<file path="src/rtl/spm_ctrl_if.sv">
// spm_ctrl_if: operand and product valid/ready bundle for spm_ctrl.
// slave = controller side (spm_ctrl); master = producer/consumer side.
interface spm_ctrl_if #(
    parameter int SIZE = 32
);
    logic                in_valid;
    logic                in_ready;
    logic [SIZE-1:0]     in_x;
    logic [SIZE-1:0]     in_y;
    logic                out_valid;
    logic                out_ready;
    logic [2*SIZE-1:0]   out_p;

    modport master (
        output in_valid, in_x, in_y, out_ready,
        input  in_ready, out_valid, out_p
    );

    modport slave (
        input  in_valid, in_x, in_y, out_ready,
        output in_ready, out_valid, out_p
    );
endinterface

</file>
<file path="src/rtl/spm_ctrl.sv">
// spm_ctrl: sequencer for the spm serial-parallel multiplier.
// Ports: clk, rst (async high); bus (spm_ctrl_if.slave: in_valid/in_ready/
//   in_x/in_y, out_valid/out_ready/out_p); busy_o; spm_x_o, spm_y_o,
//   spm_rst_o to the spm; spm_p_i serial product bit from the spm.
module spm_ctrl #(
    parameter int SIZE = 32
) (
    input  logic            clk,
    input  logic            rst,
    spm_ctrl_if.slave       bus,
    output logic            busy_o,
    output logic [SIZE-1:0] spm_x_o,
    output logic            spm_y_o,
    output logic            spm_rst_o,
    input  logic            spm_p_i
);
    localparam int CNT_W = $clog2(2*SIZE+1);
    localparam logic [CNT_W-1:0] LAST = CNT_W'(2*SIZE-1);

    typedef enum logic [1:0] {
        IDLE,
        SHIFT,
        DRAIN,
        DONE
    } state_t;

    state_t              state_q, state_d;
    logic [CNT_W-1:0]    cnt_q, cnt_d;
    logic [SIZE-1:0]     x_q, x_d;
    logic [SIZE-1:0]     y_q, y_d;
    logic [2*SIZE-1:0]   cap_q, cap_d;
    logic [2*SIZE-1:0]   p_q, p_d;
    logic                ov_q, ov_d;
    logic                srst_q, srst_d;

    always_ff @(posedge clk or posedge rst) begin
        if (rst) begin
            state_q <= IDLE;
            cnt_q   <= '0;
            x_q     <= '0;
            y_q     <= '0;
            cap_q   <= '0;
            p_q     <= '0;
            ov_q    <= 1'b0;
            srst_q  <= 1'b1;
        end else begin
            state_q <= state_d;
            cnt_q   <= cnt_d;
            x_q     <= x_d;
            y_q     <= y_d;
            cap_q   <= cap_d;
            p_q     <= p_d;
            ov_q    <= ov_d;
            srst_q  <= srst_d;
        end
    end

    always_comb begin
        state_d = state_q;
        cnt_d   = cnt_q;
        x_d     = x_q;
        y_d     = y_q;
        cap_d   = cap_q;
        p_d     = p_q;
        ov_d    = ov_q;
        srst_d  = srst_q;
        unique case (state_q)
            IDLE: begin
                if (bus.in_valid) begin
                    x_d     = bus.in_x;
                    y_d     = bus.in_y;
                    srst_d  = 1'b0;
                    cnt_d   = '0;
                    state_d = SHIFT;
                end
            end
            SHIFT: begin
                // Arithmetic shift sign-extends y past its top bit.
                y_d   = {y_q[SIZE-1], y_q[SIZE-1:1]};
                cnt_d = cnt_q + 1'b1;
                // spm_p lags y by one cycle; cycle 0 carries no product bit.
                if (cnt_q != '0) begin
                    cap_d = {spm_p_i, cap_q[2*SIZE-1:1]};
                end
                if (cnt_q == LAST) begin
                    // Zero y so spm_y is 0 in DRAIN and while idle.
                    y_d     = '0;
                    state_d = DRAIN;
                end
            end
            DRAIN: begin
                p_d     = {spm_p_i, cap_q[2*SIZE-1:1]};
                ov_d    = 1'b1;
                srst_d  = 1'b1;
                state_d = DONE;
            end
            DONE: begin
                if (bus.out_ready) begin
                    ov_d    = 1'b0;
                    state_d = IDLE;
                end
            end
            default: begin
                state_d = IDLE;
            end
        endcase
    end

    assign bus.in_ready  = (state_q == IDLE);
    assign bus.out_valid = ov_q;
    assign bus.out_p     = p_q;
    assign busy_o        = (state_q == SHIFT) || (state_q == DRAIN);
    assign spm_x_o       = x_q;
    assign spm_y_o       = y_q[0];
    assign spm_rst_o     = srst_q;
endmodule

</file>
<file path="src/flat_wrapper.sv">
// flat-port wrapper written by rule: the top's interface ports become plain ports
module spm_ctrl_flat 
#(
    parameter int SIZE = 32
)
  (clk, rst, busy_o, spm_x_o, spm_y_o, spm_rst_o, spm_p_i, bus_in_valid, bus_in_x, bus_in_y, bus_out_ready, bus_in_ready, bus_out_valid, bus_out_p);
  spm_ctrl_if #(.SIZE(SIZE)) bus_i ();
  input  logic clk;
  input  logic rst;
  output logic busy_o;
  output logic [SIZE-1:0] spm_x_o;
  output logic spm_y_o;
  output logic spm_rst_o;
  input  logic spm_p_i;
  input wire logic [$bits(bus_i.in_valid)-1:0] bus_in_valid;
  input wire logic [$bits(bus_i.in_x)-1:0] bus_in_x;
  input wire logic [$bits(bus_i.in_y)-1:0] bus_in_y;
  input wire logic [$bits(bus_i.out_ready)-1:0] bus_out_ready;
  output wire logic [$bits(bus_i.in_ready)-1:0] bus_in_ready;
  output wire logic [$bits(bus_i.out_valid)-1:0] bus_out_valid;
  output wire logic [$bits(bus_i.out_p)-1:0] bus_out_p;
  assign bus_i.in_valid = bus_in_valid;
  assign bus_i.in_x = bus_in_x;
  assign bus_i.in_y = bus_in_y;
  assign bus_i.out_ready = bus_out_ready;
  assign bus_in_ready = bus_i.in_ready;
  assign bus_out_valid = bus_i.out_valid;
  assign bus_out_p = bus_i.out_p;
  spm_ctrl #(.SIZE(SIZE)) u_core (.clk(clk), .rst(rst), .bus(bus_i), .busy_o(busy_o), .spm_x_o(spm_x_o), .spm_y_o(spm_y_o), .spm_rst_o(spm_rst_o), .spm_p_i(spm_p_i));
endmodule
</file>
<file path="config.mk">
export PLATFORM = sky130hd
export DESIGN_NAME = spm_ctrl_flat
export DESIGN_NICKNAME = d
export VERILOG_FILES = /design/src/rtl/spm_ctrl_if.sv /design/src/rtl/spm_ctrl.sv /design/src/flat_wrapper.sv
export SDC_FILE = /design/constraint.sdc
export NUM_CORES = 1
export LEC_CHECK = 0
export CAP_MARGIN = 40
export CORE_ASPECT_RATIO = 1.25
export CORE_MARGIN = 1
export CORE_UTILIZATION = 55
export DETAILED_ROUTE_END_ITERATION = 8
export PLACE_DENSITY_LB_ADDON = 0.1
export SYNTH_ARGS = -nofsm -noshare
export SYNTH_HDL_FRONTEND = slang
export SYNTH_SLANG_ARGS = --single-unit
</file>
<file path="constraint.sdc">
create_clock -name clk -period 17 [get_ports clk]
set_clock_uncertainty 0.05 [all_clocks]
set_input_delay 5.1 -clock clk [delete_from_list [all_inputs] [get_ports clk]]
set_output_delay 5.1 -clock clk [all_outputs]
set_load 0.1 [all_outputs]
</file>
Yosys cells after proc, flatten, opt, wreduce, memory -nomap -nowiden
Index checks and enable logic that the tools add are counted.
Widths: inputs -> output; s select.
{"block": "word_totals", "wordCells": 43, "reg_bits": 203}
{"block": "op_classes", "eq_ne": 7, "n_addsub": 1, "n_reduce_logical": 13, "muxes": 13}
{"op": "$mux 32", "n": 2}
{"op": "$pmux 32 s2", "n": 1}
{"op": "$pmux 7 s2", "n": 1}
{"op": "$reduce_and 2->1", "n": 5}
{"op": "$pmux 2 s4", "n": 1}
{"op": "$add 7x1->7 const B", "n": 1}
{"op": "$eq 7x6->1 const B", "n": 1}
{"op": "$mux 7", "n": 1}
{"op": "$reduce_bool 7->1", "n": 1}
{"op": "$mux 2", "n": 3}
{"op": "$reduce_and 3->1", "n": 2}
{"op": "$reduce_bool 2->1", "n": 3}
{"op": "$eq 2x2->1 const B", "n": 2}
{"op": "$ne 2x2->1 const B", "n": 2}
{"op": "$pmux 1 s2", "n": 2}
{"op": "$eq 2x1->1 const B", "n": 1}
{"op": "$logic_not 2->1", "n": 1}
{"op": "$mux 1", "n": 2}
{"op": "$ne 2x1->1 const B", "n": 1}
{"op": "$logic_or 1x1->1", "n": 1}

Depth between registers and ports, before layout
Gate-level depths: netlist (run 1).
{"block": "depth", "ltp_word": 3, "mapped_depth": 8}

Worst setup path after synthesis (run 1)
No wires, ideal clock.
{"block": "synth_path", "kind": "flip-flop to output port", "start": "register u_core.state_q[0]", "end": "output port busy_o", "required_ps": 11850, "path_stages_with_launch": 3, "path_slack_ps": 10582, "path_buffers": 0, "arrival_time_ps": 1268, "cell_sequence": "dfrtp_1 inv_1 ha_1"}
{"block": "synth_via", "elab_chain_len": 2, "word_cells_on_any_way": 3}
{"element": "start: declaration", "line": "spm_ctrl.sv:27", "rtl": "state_t state_q, state_d;"}
{"element": "start signal: assignment", "line": "spm_ctrl.sv:47", "rtl": "state_q <= state_d;"}
{"element": "$eq 2x1->1 or $eq 2x2->1 (tied branches)", "line": "spm_ctrl.sv:112", "rtl": "assign busy_o = (state_q == SHIFT) || (state_q == DRAIN);"}
{"element": "$logic_or 1x1->1 *", "line": "spm_ctrl.sv:112"}
{"element": "end: declaration", "line": "flat_wrapper.sv:10", "rtl": "output logic busy_o;"}
Every way passes the cells marked *; elsewhere a longest branch is shown, timed or not.

Final worst setup path (run 1)
{"block": "layout_path", "start": "register u_core.state_q[0]", "end": "output port bus_in_ready"}
{"block": "layout_via", "elab_chain_len": 1}
{"element": "$logic_not 2->1", "line": "spm_ctrl.sv:109", "rtl": "assign bus.in_ready = (state_q == IDLE);"}
{"element": "end: declaration", "line": "flat_wrapper.sv:19", "rtl": "output wire logic [$bits(bus_i.in_ready)-1:0] bus_in_ready;"}
Every way passes these cells.

==> metrics.cfg, run 1 <==
[cts]
clk_transition_reported_paths_ns=0.06
holdBufCountCts=0
cts.sinks=202
clk_path_buf_depth=3
worstSkewPairLatency_ns=0.48
cts-root-buf=clkbuf_16
cts_setup_buffers=0
ctsResizeCount=0
numCtsBuffers=20
cts.htree.levels=1
cts_tree=yes

[pwr]
p_total_uw=942
power_density_mw_per_mm2=76.3
leakagePower_nw=5.44
peakVddDrop_v=0.0000870

[hold_path]
holdPathEnd=u_core.y_q[6]
min_from=u_core.y_q[6]
whs_path_depth=2
hp-class=register to register

[yosys]
syn_nets=655
synth-warning-count=0
syn_area_per_cell_um2=13.9
synthFlopType=dfrtp_1
synthArstFlopShare_pct=100
yosysUniqueCellTypes=29
seq_area_frac_synth_pct=62.6
synthCells=580
synth_edf_count=0
synth_area_mm2=0.00808
ys_ff_latch=202

[floorplanning]
die_w_um=110
rows=49
ioPinCount=170
start_util_pct=56.3
chipHeight_um=138
coreArea_mm2=0.0143
dieArea_mm2=0.0152

[sta]
holdWs_ns=0.436
finalSetupViolCount=0
slew_viol_final=0
fin_ws_ns=9.58
fmax_ghz=0.135
finalHoldViolations=0
relSlewSlack_pct=44.3
rsz0062_at_grt=no
period_needed_ns=7.42
finalCritPeriodShare_pct=43.6
tightest_slew_ns=0.836
tns_ns=0

[grt]
grt_max_degree=124
overflow=0
grt_pass1_wl_mm=30.2
grt_use_total_pct=25.2
antenna_found_initial=0
first_global_vias=5905

[worst_setup_path]
start_kind=register
r2r-end=u_core.cap_q[25]
r2r_start=u_core.cnt_q[0]
cp_max_fo=8
criticalPathCategory=register to output port
rrSetupSlack_ns=14.38
cp.arrival_ns=2.27
crit_required_ns=11.85
end_kind=output port
r2r_cells=6

[detailed_routing]
first_pass_iters=4
drtIter0Drc=310
routed_wl_mm=18.9
ant_nets=0
route.detailed.drc=0
via_per_inst=5.34
vias=5525
wl_per_cell_um=18.3

[place]
place_ws_ns=9.78
hpwl_mm=12.6
gp_congestion=0.765
port_buffers=169
dp.cells=1000

[finish]
area_delta_synth_final_pct=52.8
antenna_cells=0
layoutNonFillerInstCount=1034
final_nets=919
layout-drive-gt1-share_pct=34.8

[status]
outcome=completed

[flow_run]
cap_violations=0

[Yosys cell counts, types with 3 or more instances]
cell type / n / area [µm²]
dfrtp_1: 201 / 5030
mux2_2: 155 / 1750
nand2_1: 38 / 143
o21ai_0: 34 / 170
nor2b_1: 33 / 206
a31oi_1: 31 / 194
clkbuf_1: 26 / 97.6
inv_1: 7 / 26.3
nor2_1: 7 / 26.3
buf_6: 6 / 67.6
ha_1: 6 / 75.1
mux2_1: 5 / 56.3
a21oi_1: 4 / 20.0
buf_1: 4 / 15.0
nand3_1: 4 / 20.0
or3_1: 3 / 18.8
[area by class of cell]
type                    count  area (µm²)
flip-flops and latches    202        5060
clock buffers              33         611
inverters                   7        33.8
clock inverters             1        5.00
repair buffers            278        3580
fillers                   671        2000
well taps                 178         223
multi-input cells         335        2840
[through the flow]
| stage | area [µm²] | util (%) |
|---|---|---|
| global placement | 9890 | 68.9 |
| detailed placement | 11700 | 81.8 |
| CTS | 12300 | 86.1 |
| floorplan | 8080 | - |
| global route | 12300 | 86.1 |
| finish | 12300 | 86.1 |
[kinds of logic after synthesis]
group | share of synthesized area (%)
AOI/OAI and AO/OA | 5.70
xor gates and xnor gates | 0.217
adders and majority gates | 0.929
buffers and inverters | 2.55
DFF | 62.6
muxes | 22.5
and+or+nand+nor | 5.51
[sequential cells by signal (all words and copies together), names as in the netlist]
signal,cells
u_core.bus.out_p,64
u_core.cap_q,63
u_core.spm_x_o,32
u_core.y_q,32
u_core.cnt_q,7
u_core.state_q,2
u_core.bus.out_valid,1
u_core.spm_rst_o,1
[placed cells by master (no fill, tap or decap), drive strengths merged]
cell	count
nor4	1
buf	109
ha	6
nor2	7
nor3	1
nor2b	33
mux2	160
xnor2	2
or3	3
o2bb2ai	1
clkdlybuf4s50	169
dfrtp	201
inv	7
clkbuf	33
clkinv	1
nand3	4
a221oi	1
o22ai	1
nand2	38
a31oi	31
nand2b	1
or4b	1
mux2i	2
a21oi	4
o31ai	1
dfstp	1
o21a	2
o21ai	34
a32o	1
[power breakdown]
group | total, mW | internal (mW) | switching (mW)
registers | 0.492 | 0.487 | 0.00490
logic | 0.0334 | 0.0198 | 0.0136
clock network | 0.417 | 0.244 | 0.173
total | 0.942 | 0.750 | 0.192
[critical path, cell delays in order, from the launching register on]
cell,delay (ns)
dfrtp_1,0.41
inv_1,0.12
ha_1,0.36
clkdlybuf4s50_1,0.70
buf_16,0.21
[metal layers]
metal | GRT usage, % | routed length [µm] | vias to the layer above
met2 | 48.7 | 10700 | 159
met5 | 0 | 0 | -
met3 | 4.14 | 754 | 32
met4 | 8.52 | 460 | 0
met1 | 28.2 | 7080 | 2782
li1 | - | - | 2552
[worst max path at each step]
stage	start	to	slack [ns]	cells after the start
after floorplan	rst	u_core.bus.out_p[0]	6.34	1
after global placement	rst	u_core.bus.out_p[25]	9.70	3
after detailed placement	bus_in_valid	u_core.cnt_q[5]	9.78	6
after CTS	u_core.state_q[0]	bus_in_ready	9.56	4
after global routing	u_core.state_q[0]	bus_in_ready	9.51	4
final	u_core.state_q[0]	bus_in_ready	9.58	4
Note: power is estimated with default switching activity, not from simulation.
==> inputs of run 2 (changes only) <==
--- a/config.mk
+++ b/config.mk
@@ -8,7 +8,7 @@
 export CAP_MARGIN = 40
 export CORE_ASPECT_RATIO = 1.25
 export CORE_MARGIN = 1
-export CORE_UTILIZATION = 55
+export CORE_UTILIZATION = 46
 export DETAILED_ROUTE_END_ITERATION = 8
 export PLACE_DENSITY_LB_ADDON = 0.1
 export SYNTH_ARGS = -nofsm -noshare
==> constraint.sdc (replaced) <==
create_clock -name clk -period 6.8 [get_ports clk]
set_clock_uncertainty 0.05 [all_clocks]
set_input_delay 2.04 -clock clk [delete_from_list [all_inputs] [get_ports clk]]
set_output_delay 2.04 -clock clk [all_outputs]
set_load 0.1 [all_outputs]
==> metrics.cfg, run 2 (synthesis results as in run 1) <==
[status]
outcome=completed

[worst_setup_path]
cp_max_fo=8  ; unchanged
end_kind=output port
start_kind=register
criticalPathCategory=register to output port
cp.arrival_ns=2.30  ; +0.03 ns
r2r_cells=6  ; unchanged
crit_required_ns=4.71  ; -7.14 ns

[finish]
largest_reg_flops=64  ; unchanged
multiInputGateArea_mm2=0.00285  ; +0.35%
nFillCells=1065  ; +59%
layout_commonest_cell=dfrtp_1
layout_common_cells=dfrtp_1 (201), clkdlybuf4s50_1 (169), mux2_2 (155)
area_delta_synth_final_pct=54.6
layout-drive-gt1-share_pct=35.1  ; +0.27 points
antenna_cells=0  ; unchanged
final_nets=918  ; -0.11%
regArea_mm2=0.00506  ; unchanged

[grt]
grt_max_degree=203  ; +64%
overflow=0  ; unchanged
antenna_found_initial=0  ; unchanged
grt_use_total_pct=19.4  ; -5.9 points
grt_pass1_wl_mm=28.0  ; -7.1%
first_global_vias=5789  ; -2.0%

[floorplanning]
coreArea_mm2=0.0170  ; +18%
dieArea_mm2=0.0181  ; +19%
start_util_pct=47.6  ; -8.7 points
ioPinCount=170  ; unchanged
chipHeight_um=150  ; +9.2%
die_w_um=121  ; +9.2%
rows=53  ; +8.2%

[sta]
fmax_ghz=0.228
tightest_slew_ns=1.09  ; +0.251 ns
relSlewSlack_pct=27.5  ; -17 points
finalSetupViolCount=0  ; unchanged
period_needed_ns=4.39
finalHoldViolations=0  ; unchanged
rsz0062_at_grt=no
tns_ns=0  ; unchanged
finalCritPeriodShare_pct=64.6
slew_viol_final=0  ; unchanged

[hold_path]
hp-class=register to register
whs_path_depth=2  ; unchanged

[detailed_routing]
drtIter0Drc=248  ; -20%
route.detailed.drc=0  ; unchanged
first_pass_iters=4  ; unchanged
routed_wl_mm=17.0  ; -10%
via_per_inst=5.03  ; -5.9%
vias=5407  ; -2.1%
ant_nets=0  ; unchanged
wl_per_cell_um=15.8  ; -14%

[place]
hpwl_mm=11.4  ; -10%
gp_congestion=0.693  ; -9.4%
port_buffers=169  ; unchanged

[flow_run]
cap_violations=0  ; unchanged

[cts]
cts_tree=yes
cts-root-buf=clkbuf_16
ctsResizeCount=0  ; unchanged
worstSkewPairLatency_ns=0.48  ; about the same
cts.sinks=202  ; unchanged
cts.htree.levels=1  ; unchanged
holdBufCountCts=0  ; unchanged
clk_transition_reported_paths_ns=0.06  ; about the same
clk_path_buf_depth=3  ; unchanged
cts_setup_buffers=0  ; unchanged
numCtsBuffers=20  ; unchanged

[pwr]
leakagePower_nw=5.47  ; +0.55%
peakVddDrop_v=0.000195  ; +120%
power_density_mw_per_mm2=194  ; +150%
p_total_mw=2.42  ; +160%

## run 2: critical path, stage by stage, from the launching register on
cell and delay [ns]:
dfrtp_1 0.40, inv_1 0.16, ha_1 0.39, clkdlybuf4s50_1 0.67
buf_16 0.20
## run 2: final timing paths
check | from | end | slack [ns]
worst max-delay path | u_core.state_q[0] | bus_in_ready | 2.41
worst min-delay path | u_core.y_q[14] | u_core.y_q[14] | 0.43
worst max register to register | u_core.cnt_q[0] | u_core.cap_q[40] | 4.10
worst min register to register | u_core.y_q[14] | u_core.y_q[14] | 0.43
max in group asynchronous | rst | u_core.bus.out_p[33] | 3.72
min in group asynchronous | rst | u_core.bus.out_p[7] | 2.15
## run 2: report_power, final
group	total [mW]	switching [mW]	leakage [nW]	internal, mW
clock network	1.12	0.435	0.330	0.682
logic	0.0806	0.0322	2.63	0.0484
registers	1.23	0.0105	2.51	1.22
total	2.42	0.477	5.47	1.95
## run 2: layout make-up
type | instances | area share (%)
clock buffer | 30 | 4.80
clock inverter | 4 | 0.561
inverter | 7 | 0.240
multi-input combinational | 335 | 22.8
sequential | 202 | 40.5
tap | 220 | 2.20
timing repair buffer | 277 | 29.0
## run 2: per-layer routing
| metal | global-route usage, % | wire [µm] | up-vias |
|---|---|---|---|
| li1 | - | - | 2560 |
| met1 | 24.0 | 6950 | 2687 |
| met2 | 34.2 | 8910 | 139 |
| met3 | 4.20 | 888 | 21 |
| met4 | 5.12 | 274 | 0 |
| met5 | 0 | 0 | - |
## run 2: stage by stage
stage	hold slack, ns	util, %	cells	worst slack [ns]	instance area [µm²]
after floorplan	0.400	-	580	2.09	8090
after global placement	0.412	58.6	938	2.58	9950
after detailed placement	0.420	69.7	1041	2.89	11800
after CTS	0.434	73.6	1075	2.36	12500
after global routing	0.465	73.6	1075	2.29	12500
final	0.428	73.6	1075	2.41	12500
